[src/rtl/i2c_pkg.sv]
// Shared encodings for the I2C byte controller.
// Command codes and controller state names.
package i2c_pkg;

    typedef enum logic [1:0] {
        CMD_START = 2'd0,
        CMD_WRITE = 2'd1,
        CMD_READ  = 2'd2,
        CMD_STOP  = 2'd3
    } cmd_e;

    typedef enum logic [2:0] {
        IDLE,
        START,
        OWN,
        SHIFT,
        ACK,
        RSTART,
        STOP
    } state_e;

endpackage

[src/rtl/i2c_line_sync.sv]
// Two-flop synchronizer plus edge detector for one bus line.
// Idle bus level is high, so all flops come out of reset at 1.
module i2c_line_sync (
    input  logic clk,
    input  logic rst,
    input  logic din,
    output logic dout,
    output logic rise,
    output logic fall
);

    logic s1;
    logic s2;
    logic s3;

    // Synchronize the line and keep one delayed copy for edges.
    always_ff @(posedge clk) begin
        if (rst) begin
            s1 <= 1'b1;
            s2 <= 1'b1;
            s3 <= 1'b1;
        end else begin
            s1 <= din;
            s2 <= s1;
            s3 <= s2;
        end
    end

    assign dout = s2;
    assign rise = s2 & ~s3;
    assign fall = ~s2 & s3;

endmodule

[src/rtl/i2c_byte_controller.sv]
// Byte-level I2C master: START, WRITE, READ, STOP on top of
// an external SCL generator, with slave clock stretching.
module i2c_byte_controller
    import i2c_pkg::*;
#(
    parameter int HOLD_CYC = 4
) (
    input  logic       clk,
    input  logic       rst,
    input  logic       cmd_valid,
    output logic       cmd_ready,
    input  logic [1:0] cmd,
    input  logic [7:0] wdata,
    input  logic       cmd_nack,
    output logic       rsp_valid,
    output logic [7:0] rdata,
    output logic       rsp_nack,
    output logic       rsp_err,
    output logic       scl_en,
    output logic       scl_wait,
    input  logic       scl_i,
    input  logic       sda_i,
    output logic       sda_o
);

    localparam int HW = $clog2(HOLD_CYC + 1);
    localparam logic [HW-1:0] HOLD_LAST = HW'(HOLD_CYC - 1);
    localparam logic [HW-1:0] HOLD_MAX  = HW'(HOLD_CYC);

    logic scl_s, scl_rise, scl_fall;
    logic sda_s, sda_rise, sda_fall;
    logic sync_unused;

    state_e        state_q, state_d;
    logic [1:0]    ph_q, ph_d;
    logic [HW-1:0] hcnt_q, hcnt_d;
    logic [3:0]    bit_q, bit_d;
    logic [7:0]    byte_q, byte_d;
    logic          rd_q, rd_d;
    logic          nack_q, nack_d;
    logic          ack_q, ack_d;
    logic          sda_q, sda_d;
    logic          en_q, en_d;
    logic          rv_q, rv_d;
    logic          rn_q, rn_d;
    logic          re_q, re_d;
    logic [7:0]    rdata_q, rdata_d;
    logic          hold_hit;

    i2c_line_sync u_scl_sync (
        .clk  (clk),
        .rst  (rst),
        .din  (scl_i),
        .dout (scl_s),
        .rise (scl_rise),
        .fall (scl_fall)
    );

    i2c_line_sync u_sda_sync (
        .clk  (clk),
        .rst  (rst),
        .din  (sda_i),
        .dout (sda_s),
        .rise (sda_rise),
        .fall (sda_fall)
    );

    assign sync_unused = scl_s ^ sda_rise ^ sda_fall;

    assign cmd_ready = (state_q == IDLE) || (state_q == OWN);
    // SCL is parked low while we own the bus and nothing is pending.
    assign scl_wait  = (state_q == OWN) && !cmd_valid;
    assign hold_hit  = (hcnt_q == HOLD_LAST);

    assign sda_o     = sda_q;
    assign scl_en    = en_q;
    assign rsp_valid = rv_q;
    assign rsp_nack  = rn_q;
    assign rsp_err   = re_q;
    assign rdata     = rdata_q;

    // State and datapath registers.
    always_ff @(posedge clk) begin
        if (rst) begin
            state_q <= IDLE;
            ph_q    <= '0;
            hcnt_q  <= '0;
            bit_q   <= '0;
            byte_q  <= '0;
            rd_q    <= 1'b0;
            nack_q  <= 1'b0;
            ack_q   <= 1'b0;
            sda_q   <= 1'b1;
            en_q    <= 1'b0;
            rv_q    <= 1'b0;
            rn_q    <= 1'b0;
            re_q    <= 1'b0;
            rdata_q <= '0;
        end else begin
            state_q <= state_d;
            ph_q    <= ph_d;
            hcnt_q  <= hcnt_d;
            bit_q   <= bit_d;
            byte_q  <= byte_d;
            rd_q    <= rd_d;
            nack_q  <= nack_d;
            ack_q   <= ack_d;
            sda_q   <= sda_d;
            en_q    <= en_d;
            rv_q    <= rv_d;
            rn_q    <= rn_d;
            re_q    <= re_d;
            rdata_q <= rdata_d;
        end
    end

    // Next-state, bus sequencing and response generation.
    always_comb begin
        state_d = state_q;
        ph_d    = ph_q;
        hcnt_d  = (hcnt_q == HOLD_MAX) ? hcnt_q : hcnt_q + 1'b1;
        bit_d   = bit_q;
        byte_d  = byte_q;
        rd_d    = rd_q;
        nack_d  = nack_q;
        ack_d   = ack_q;
        sda_d   = sda_q;
        en_d    = en_q;
        rv_d    = 1'b0;
        rn_d    = 1'b0;
        re_d    = 1'b0;
        rdata_d = rdata_q;

        case (state_q)
            IDLE: begin
                if (cmd_valid) begin
                    ph_d   = '0;
                    hcnt_d = '0;
                    if (cmd_e'(cmd) == CMD_START) begin
                        state_d = START;
                        sda_d   = 1'b0;
                    end else begin
                        rv_d = 1'b1;
                        re_d = 1'b1;
                    end
                end
            end
            START: begin
                if (ph_q == 2'd0) begin
                    if (hold_hit) begin
                        en_d = 1'b1;
                        ph_d = 2'd1;
                    end
                end else if (scl_fall) begin
                    state_d = OWN;
                    rv_d    = 1'b1;
                end
            end
            OWN: begin
                if (cmd_valid) begin
                    ph_d   = '0;
                    hcnt_d = '0;
                    bit_d  = '0;
                    case (cmd_e'(cmd))
                        CMD_START: state_d = RSTART;
                        CMD_WRITE: begin
                            state_d = SHIFT;
                            rd_d    = 1'b0;
                            byte_d  = wdata;
                        end
                        CMD_READ: begin
                            state_d = SHIFT;
                            rd_d    = 1'b1;
                            nack_d  = cmd_nack;
                            sda_d   = 1'b1;
                        end
                        CMD_STOP:  state_d = STOP;
                        default:   state_d = OWN;
                    endcase
                end
            end
            SHIFT: begin
                if (!rd_q && hold_hit)
                    sda_d = byte_q[3'd7 - bit_q[2:0]];
                if (rd_q && scl_rise)
                    byte_d = {byte_q[6:0], sda_s};
                if (scl_fall) begin
                    hcnt_d = '0;
                    if (bit_q == 4'd7) begin
                        state_d = ACK;
                        bit_d   = 4'd8;
                    end else begin
                        bit_d = bit_q + 4'd1;
                    end
                end
            end
            ACK: begin
                if (hold_hit)
                    sda_d = rd_q ? nack_q : 1'b1;
                if (scl_rise)
                    ack_d = sda_s;
                if (scl_fall) begin
                    state_d = OWN;
                    bit_d   = '0;
                    rv_d    = 1'b1;
                    rn_d    = !rd_q && ack_q;
                    if (rd_q)
                        rdata_d = byte_q;
                end
            end
            RSTART: begin
                case (ph_q)
                    2'd0: if (hold_hit) begin
                        sda_d = 1'b1;
                        ph_d  = 2'd1;
                    end
                    2'd1: if (scl_rise) begin
                        hcnt_d = '0;
                        ph_d   = 2'd2;
                    end
                    2'd2: if (hold_hit) begin
                        sda_d = 1'b0;
                        ph_d  = 2'd3;
                    end
                    default: if (scl_fall) begin
                        state_d = OWN;
                        rv_d    = 1'b1;
                    end
                endcase
            end
            STOP: begin
                case (ph_q)
                    2'd0: if (hold_hit) begin
                        sda_d = 1'b0;
                        ph_d  = 2'd1;
                    end
                    2'd1: if (scl_rise) begin
                        hcnt_d = '0;
                        ph_d   = 2'd2;
                    end
                    default: if (hold_hit) begin
                        sda_d   = 1'b1;
                        en_d    = 1'b0;
                        state_d = IDLE;
                        rv_d    = 1'b1;
                    end
                endcase
            end
            default: state_d = IDLE;
        endcase
    end

endmodule

[config.mk]
export PLATFORM = sky130hd
export DESIGN_NAME = i2c_byte_controller
export DESIGN_NICKNAME = d
export VERILOG_FILES = /design/src/rtl/i2c_pkg.sv /design/src/rtl/i2c_line_sync.sv /design/src/rtl/i2c_byte_controller.sv
export SDC_FILE = /design/constraint.sdc
export NUM_CORES = 1
export LEC_CHECK = 0
export CAP_MARGIN = 10
export CORE_ASPECT_RATIO = 0.6
export CORE_MARGIN = 3
export CORE_UTILIZATION = 30
export CTS_CLUSTER_DIAMETER = 40
export DETAILED_ROUTE_END_ITERATION = 8
export PLACE_DENSITY_LB_ADDON = 0.15
export SYNTH_ARGS = -nofsm -noshare
export SYNTH_HDL_FRONTEND = slang
export SYNTH_SLANG_ARGS = --single-unit
[constraint.sdc]
create_clock -name clk -period 2.2 [get_ports clk]
set_input_delay 0.44 -clock clk [delete_from_list [all_inputs] [get_ports clk]]
set_output_delay 0.44 -clock clk [all_outputs]
set_load 0.05 [all_outputs]
==> flow_metrics.py, run 1 <==
metrics = {
    "outcome": {
        "status": "completed",
    },
    "clock_network": {
        "cts_tree": "built",
        "cts_hold_buffers": 0,
        "cts_max_level": 2,
        "cts-root-buf": "clkbuf_16",
        "numCtsBuffers": 5,
        "cts.sinks": 41,
        "clock_latency_ns": 0.28,
        "clk_path_buf_depth": 2,
        "clk_transition_reported_paths_ns": 0.06,
    },
    "floorplan": {
        "std_cell_rows": 25,
        "die_h_um": 77.1,
        "chipWidth_um": 125,
        "die-area_um2": 9600,
        "ioPinCount": 31,
        "core_um2": 8040,
        "start_util": 0.315,
    },
    "timing": {
        "tightest_slew_ns": 0.507,
        "setup-violations-final": 0,
        "rsz0062_at_grt": "false",
        "fin_crit_sh": 0.908,
        "hold_viol": 0,
        "layout_min_cycle_time_ns": 2.00,
        "max_freq_ghz": 0.501,
        "slew_headroom": 0.662,
        "skew_ns": 0.00199,
        "slew_violations": 0,
        "finalSetupTns_ns": 0,
    },
    "global_routing": {
        "antenna_found_initial": 0,
        "grt_pass1_vias": 2026,
        "grt_first_pass_wirelength_um": 11100,
        "grt_usage": 0.143,
        "grt_max_degree": 36,
        "gr-total-overflow": 0,
    },
    "power_and_ir_drop": {
        "leakage_uw": 0.00126,
        "ir_drop_mv": 0.286,
        "pwr_density_cell_nw_per_um2": 694,
    },
    "setup_path": {
        "cp_max_fo": 5,
        "r2r_start": "hcnt_q[0]",
        "end_kind": "output port",
        "start_kind": "primary input",
        "arrival_ns": 1.56,
        "rr_endpoint": "ph_q[1]",
        "critPathRequiredTime_ns": 1.76,
        "crit_type": "primary input to output port",
        "reg2regPathDepth": 7,
        "r2r_setup_slack_ns": 0.22,
    },
    "layout": {
        "antenna_cells": 0,
        "utilization": 0.393,
        "layout.nets": 358,
        "final_cell_mix": "dfxtp_1 (40), clkdlybuf4s50_1 (28), nor2_1 (26)",
        "final_common_cell": "dfxtp_1",
        "syn_to_final_growth_pct": 25.0,
        "layout-drive-gt1-share": 0.178,
    },
    "synthesis": {
        "ys_warn_count": 0,
        "syn-num-nets": 315,
        "ys_ff_latch": 41,
        "syn_inst": 287,
        "avgSynthCellArea_um2": 8.81,
        "syn_area_um2": 2530,
        "synth.distinct_cells": 65,
        "synthFlopType": "dfxtp_1",
        "synth-seq-area-share": 0.325,
        "synth_edf_count": 0,
        "async_reset_ff_frac": 0,
    },
    "routing": {
        "vias": 2209,
        "via_per_inst": 5.03,
        "ant_nets": 0,
        "drtIter0Drc": 182,
        "drt_wl_total_um": 6630,
        "drc": 0,
        "first_pass_iters": 4,
        "wire_per_inst_um": 15.1,
    },
    "run": {
        "drv_cap": 0,
    },
    "worst_hold_path": {
        "min_from": "u_sda_sync.s1",
        "worstHoldPathCells": 1,
        "whs_endpoint": "u_sda_sync.dout",
        "hp-class": "register to register",
    },
    "placed_design": {
        "dp_hpwl_um": 4900,
        "io_buffer_count": 30,
        "globalplace.congestion": 0.848,
    },
}
[cells by family after synthesis]
logic type	share of synthesized area
and+or+nand+nor	0.226
DFF	0.325
xor gates and xnor gates	0.00693
muxes	0.0619
adders and majority gates	0.0594
buffers and inverters	0.104
AOI/OAI and AO/OA	0.218
[cell usage after synthesis (all sizes together) (5+ instances only)]
cell type  count  area share
dfxtp         41        0.32
nor2          26       0.039
nand3         21       0.044
nand2         19       0.028
a21oi         17       0.034
inv           17       0.025
clkbuf        13       0.043
ha            12       0.059
o21ai         11       0.022
mux2i         10       0.040
a311oi         9       0.031
buf            6       0.019
nor2b          6       0.018
nand2b         5       0.012
o211ai         5       0.015
or2            5       0.012
[per-layer routing]
layer  up-vias  global-route usage  wire [um]  share of wire
met3         5              0.0362        441          0.067
met1      1011               0.241       3770           0.57
li1       1126                   -          -              -
met5         -                   0          0              0
met2        67               0.170       2380           0.36
met4         0              0.0295         47         0.0071
[cell type report]
type	count	area, um^2
clock buffer	6	129
clock inverter	2	10.0
fill	813	4880
inverter	17	63.8
multi-input combinational	208	1450
sequential	41	822
tap	108	135
timing repair buffer	57	548
[report_power, final]
part | internal (uW) | switching (uW)
Sequential | 786 | 58.3
Combinational | 273 | 367
Clock | 417 | 294
[worst max path at each step]
stage,startpoint,to,slack (ns),cells after the start
floorplan,state_q[0],scl_wait,0.009,4
global placement,cmd[0],state_q[1],-0.02,8
detailed placement,cmd[0],state_q[1],-0.09,8
CTS,state_q[1],scl_wait,0.11,2
global route,hcnt_q[0],ph_q[1],0.04,7
finish,cmd_valid,scl_wait,0.20,4
[critical path, cell delays in order]
cell and delay (ns):
clkdlybuf4s50_1 0.42, buf_4 0.16, nor4b_2 0.34, buf_12 0.19
[timing repair]
action                     CTS  global route
setup endpoints to repair    0             6
resized for setup            0             2
setup buffers                0             1
[metrics by stage]
stage	cell area [um^2]	setup WS, ns	std cells	power (uW)	hold slack [ns]
after CTS	3150	0.112	438	2210	0.412
after detailed placement	3010	-0.0897	430	1490	0.398
after global routing	3160	0.0443	439	2320	0.421
final	3160	0.202	439	2200	0.411
after floorplan	2530	0.00911	287	1330	0.389
after global placement	3010	-0.0202	430	1500	0.395
[flip-flops by register name (all words and copies together), names as in the netlist]
register and cells:
ack_q 1, u_scl_sync.s3 1, ph_q 2, rdata 8, u_scl_sync.s1 1, bit_q 4
u_sda_sync.s1 1, rsp_err 1, u_sda_sync.dout 1, scl_en 1, nack_q 1, byte_q 8
rsp_nack 1, state_q 3, u_scl_sync.dout 1, hcnt_q 3, rsp_valid 1, sda_o 1
rd_q 1
Power figures use the tool's default switching activity.
==> run 2, diff against run 1 <==
Settings changed: CORE_MARGIN 3 to 2.
==> flow_metrics.py, run 2 (synthesis gave the netlist of run 1 again) <==
metrics = {
    "setup_path": {
        "rr_endpoint": "ph_q[1]",
        "crit_type": "register to register",
        "path_cells": "ha_1 > ha_1 > and3b_1 > o21ai_0 > o2111ai_1 > o21bai_1 > o311ai_0",
        "reg2regPathDepth": 7,
        "slowest_delay_ns": 0.35,
        "crit_top_cell": "ha_1",
        "crit_family": "compound AO/OA/AOI/OAI gates",
        "r2r_setup_slack_ns": 0.15,
        "cp_max_fo": 6,
        "critPathRequiredTime_ns": 2.38,
        "cpMaxStageDelayCell": "dfxtp_1",
        "r2r_start": "hcnt_q[0]",
        "start_kind": "register",
        "arrival_ns": 2.23,
        "critical_path_buf_inv_count": 0,
        "end_kind": "register",
    },
    "power_and_ir_drop": {
        "leakage_uw": 0.00125,
        "power.total_uw": 2210,
        "ir_drop_mv": 0.314,
        "pwr_density_cell_nw_per_um2": 703,
    },
    "layout": {
        "syn_to_final_growth_pct": 24.3,
        "antenna_cells": 0,
        "final_cell_mix": "dfxtp_1 (41), clkdlybuf4s50_1 (28), nor2_1 (26)",
        "fillers": 835,
        "utilization": 0.391,
        "layout.nets": 357,
        "final_area_um2": 3140,
        "final_common_cell": "dfxtp_1",
        "layout-drive-gt1-share": 0.170,
    },
    "placed_design": {
        "dp_hpwl_um": 4800,
        "dp_worst_setup_slack_ns": -0.0534,
        "globalplace.congestion": 0.825,
        "io_buffer_count": 30,
        "placed_area_um2": 3000,
    },
    "floorplan": {
        "start_util": 0.315,
        "std_cell_rows": 25,
        "core_um2": 8040,
        "die-area_um2": 9200,
        "die_h_um": 75.1,
        "chipWidth_um": 123,
        "ioPinCount": 31,
    },
    "timing": {
        "slew_headroom": 0.637,
        "max_freq_ghz": 0.489,
        "setup-violations-final": 0,
        "whs_ns": 0.408,
        "fin_crit_sh": 0.930,
        "tightest_slew_ns": 0.544,
        "setup_ws_ns": 0.155,
        "layout_min_cycle_time_ns": 2.05,
        "rsz0062_at_grt": "false",
        "hold_viol": 0,
        "slew_violations": 0,
        "skew_ns": 0.00621,
    },
    "routing": {
        "drc": 0,
        "wire_per_inst_um": 15.0,
        "vias": 2208,
        "first_pass_iters": 4,
        "via_per_inst": 5.04,
        "drtIter0Drc": 192,
        "drt_wl_total_um": 6570,
        "ant_nets": 0,
    },
    "clock_network": {
        "cts_max_level": 2,
        "clock_latency_ns": 0.29,
        "cts-root-buf": "clkbuf_16",
        "cts_setup_buffers": 0,
        "clk_transition_reported_paths_ns": 0.06,
        "cts_tree": "built",
        "numCtsBuffers": 5,
        "cts.sinks": 41,
        "cts_hold_buffers": 0,
        "clk_path_buf_depth": 2,
        "cts_resized": 0,
    },
    "worst_hold_path": {
        "min_from": "u_scl_sync.s1",
        "whs_endpoint": "u_scl_sync.dout",
        "worstHoldPathCells": 1,
        "hp-class": "register to register",
    },
    "run": {
        "drv_cap": 0,
    },
    "global_routing": {
        "grt_first_pass_wirelength_um": 10700,
        "grt_pass1_vias": 2010,
        "antenna_found_initial": 0,
        "gr-total-overflow": 0,
        "grt_max_degree": 32,
        "grt_usage": 0.154,
    },
    "outcome": {
        "status": "completed",
    },
}
[run 2: cell types whose count changed in the layout (fill, tap and decap cells not counted), sizes merged]
| cell | previous run | this run |
|---|---|---|
| clkinvlp | 0 | 2 |
| buf | 29 | 28 |
| clkinv | 2 | 0 |
[run 2: cell type report]
type,count,area (um^2),area share
Timing Repair Buffer,56,528,0.168
Tap cell,108,135,0.0430
Clock inverter,2,15.0,0.00478
Clock buffer,6,129,0.0410
Multi-Input combinational cell,208,1450,0.462
Inverter,17,63.8,0.0203
Sequential cell,41,821,0.261
[run 2: worst reg2reg max path, delay by kind of cell, from the launching register on]
family / cells / cell delay, ns
AOI/OAI and AO/OA: 4 / 0.89
adders and majority gates: 2 / 0.49
DFF: 1 / 0.35
and+or+nand+nor: 1 / 0.22
[run 2: layer usage]
| layer | track usage | vias to the layer above | part of all wire |
|---|---|---|---|
| li1 | - | 1121 | - |
| met4 | 0.0307 | 0 | 0.0073 |
| met1 | 0.244 | 1021 | 0.57 |
| met2 | 0.198 | 59 | 0.36 |
| met5 | 0 | - | 0 |
| met3 | 0.0455 | 7 | 0.063 |
[run 2: power by group]
part	switching, uW	leakage, uW	total, uW	internal (uW)
logic	368	0.000850	633	265
registers	53.8	0.000332	839	785
clock network	317	0.0000631	738	421
total	739	0.00125	2210	1470
[run 2: stage by stage]
stage                     std cells  setup TNS, ns
after detailed placement        430         -0.102
after global placement          430        -0.0161
final                           438              0
after global routing            438              0
after floorplan                 287              0
after CTS                       438              0
[run 2: how the worst max path moves through the flow]
stage               start         end  slack (ns)  cells past startpoint
2_1_floorplan  state_q[0]    scl_wait       0.009                      4
3_3_place_gp       cmd[0]  state_q[1]       -0.02                      8
3_5_place_dp       cmd[0]  state_q[1]       -0.05                      8
4_1_cts         hcnt_q[0]     ph_q[1]        0.19                      7
5_1_grt         hcnt_q[0]     ph_q[1]        0.07                      7
6_report        hcnt_q[0]     ph_q[1]        0.15                      7
==> patch (settings of run 1) <==
The output `rsp_err` loses its register stage (`re_q` becomes a continuous assignment).
--- a/src/rtl/i2c_byte_controller.sv
+++ b/src/rtl/i2c_byte_controller.sv
@@ -94,7 +94,6 @@
             en_q    <= 1'b0;
             rv_q    <= 1'b0;
             rn_q    <= 1'b0;
-            re_q    <= 1'b0;
             rdata_q <= '0;
         end else begin
             state_q <= state_d;
@@ -109,10 +108,11 @@
             en_q    <= en_d;
             rv_q    <= rv_d;
             rn_q    <= rn_d;
-            re_q    <= re_d;
             rdata_q <= rdata_d;
         end
     end
+
+    assign re_q = re_d;
 
     // Next-state, bus sequencing and response generation.
     always_comb begin
Behaviour: not the same (a bounded check fails within 4 cycles, from zero or initial values and one cycle with rst high).
==> patch against run 1 <==
  * Sequential cell count decreased by 1
  * Cell area decreased by 1.9%
  * Wire length decreased by 9.1%
  * Register-to-register slack got worse by 0.05 ns
  * Critical endpoint is now ph_q[1]
  * Clock skew about the same
  * Area after synthesis decreased by 6.9%
  * Die area decreased by 6.5%
  * Global-route usage decreased by 0.22 points
  * Critical path type is now reg2reg
  * Worst setup slack got worse by 0.035 ns
Power is not compared: it rests on default switching activity, and its combinational part moved more than twofold at a synthesized area within 25%.
==> patch: results (changes against run 1) <==
| Metric | Value |
|---|---|
| Num CTS Buffers | 5 (unchanged) |
| Least-Margin Pin Slew | 0.625 ns (was 0.507 ns) |
| Max incr delay on CP | 0.37 ns (was 0.42 ns) |
| Final Hold Viols | 0 (unchanged) |
| Largest net degree at the start of global routing | 17 (was 36) |
| Number of flops mapped to enable cells by yosys | 0 (unchanged) |
| Netlist cell types | 49 (was 65) |
| Prevailing post-synth register cell | dfxtp_1 (unchanged) |
| Root buf cell | clkbuf_16 (unchanged) |
| Clock Latency Late Sink | 0.28 ns (about the same) |
| H-tree Lvls | 2 (unchanged) |
| Clk_skew | 0.00213 ns (was 0.00199 ns) |
| VDD IR max | 294 uV |
| Initial antenna violation count | 0 (unchanged) |
| DR WL/cell | 14.2 um (was 15.1 um) |
| GRT Overall Usage | 14.1% (was 14.3%) |
| Clock slew at reported path FFs | 0.06 ns (about the same) |
| # nets final | 349 (was 358) |
| Critical path data arrival time | 2.23 ns (was 1.56 ns) |
| Placed instance count | 417 (was 430) |
| Sequential-to-total area share from yosys stat | 34.0% (was 32.5%) |
| DRT Pass-1 Iters | 4 (unchanged) |
| Finished Layout Cells | 426 (was 439) |
| Commonest cells in the netlist | nor2_1, dfxtp_1, mux2i_1 (was dfxtp_1, nor2_1, nand3_1) |
| Syn Area/Cell | 8.53 um^2 (was 8.81 um^2) |
| Worst min path class | reg2reg (unchanged) |
| Top delay family on crit path | compound AO/OA/AOI/OAI gates (was buffers and inverters) |
| CP max-delay cell | dfxtp_1 (was clkdlybuf4s50_1) |
| Leak | 1.35 nW |
| # diodes | 0 (unchanged) |
| Clock buffer depth | 2 (unchanged) |
| Status | finished clean (unchanged) |
| Via density | 4.87 (was 5.03) |
| Initial DRC Count | 151 (was 182) |
| Crit-path max FO | 8 (was 5) |
| Vias in the first global route | 1902 (was 2026) |
| Layout cell share with drive strength beyond 1 | 16.8% (was 17.8%) |
| Ys Warns | 0 (unchanged) |
| Power Internal | 1.36 mW |
| Placed Area | 0.00292 mm^2 (was 0.00301 mm^2) |
| IO Port Bufs | 30 (unchanged) |
| DP Wirelength | 4.57 mm (was 4.90 mm) |
| Area contributors post-synth | dfxtp_1, mux2i_1, nor2_1 (was dfxtp_1, ha_1, mux2i_1) |
| Syn_nets | 304 (was 315) |
| Async SR Flop Fraction | 0% (unchanged) |
| Placer Congestion | 0.826 (was 0.848) |
| First-pass GRT wire length | 9.99 mm (was 11.1 mm) |
## patch: power groups by stage
stage | Combinational (mW) | Clock [mW] | Sequential (mW)
after floorplan | 0.0969 | 0 | 0.765
after global placement | 0.186 | 0 | 0.762
after detailed placement | 0.186 | 0 | 0.762
after CTS | 0.189 | 0.842 | 0.746
after global routing | 0.208 | 0.876 | 0.748
final | 0.190 | 0.816 | 0.746
## patch: worst reg2reg max path: cells and delay by family (launching register included)
kind / cells / cell delay, ns
AO/OA/AOI/OAI: 3 / 0.58
AND/OR/NAND/NOR: 2 / 0.57
adder cells (fa/ha/maj): 2 / 0.43
flip-flops: 1 / 0.37
## patch: routing by layer
metal | GRT usage (%) | vias to the layer above | part of all wire [%]
li1 | - | 1076 | -
met4 | 3.77 | 0 | 0.98
met3 | 3.60 | 6 | 6.5
met1 | 22.4 | 934 | 55
met2 | 18.2 | 58 | 37
met5 | 0 | - | 0
## patch: metrics by stage
step	hold WS (ns)	setup slack (ns)
floorplan	0.389	0.166
global route	0.424	0.0345
detailed placement	0.393	-0.230
finish	0.407	0.167
CTS	0.407	0.0373
global placement	0.391	-0.168
## patch: logic make-up (layout without fill, tap and decap cells)
group,count (synthesis),in the layout,synth area share [%]
AND/OR/NAND/NOR,101,101,22.6
adder cells (fa/ha/maj),12,12,6.38
XOR/XNOR,3,3,1.12
buffers and inverters,32,78,5.63
multiplexers,27,27,12.6
AO/OA/AOI/OAI,61,61,17.7
flip-flops,40,40,34.0
## patch: final cells by class
| type | count | area, um^2 |
|---|---|---|
| Inverter | 15 | 56.3 |
| Sequential cell | 40 | 802 |
| Multi-Input combinational cell | 204 | 1440 |
| Clock inverter | 2 | 35.0 |
| Tap cell | 104 | 130 |
| Fill cell | 792 | 4340 |
| Clock buffer | 6 | 129 |
| Timing Repair Buffer | 55 | 507 |
## patch: timing repair
| item | in CTS | in global routing |
|---|---|---|
| buffers inserted | 1 | 0 |
| gates resized for setup | 3 | 5 |
| pin swaps | 1 | 2 |
| endpoints found under the setup margin | 1 | 14 |
## patch: path summary, 6_finish.rpt
check	from	to	slack (ns)	cells after the start
setup / recovery	hcnt_q[0]	ph_q[1]	0.17	7
hold reg to reg	u_sda_sync.s1	u_sda_sync.dout	0.41	1
hold / removal	u_sda_sync.s1	u_sda_sync.dout	0.41	1
setup reg to reg	hcnt_q[0]	ph_q[1]	0.17	7
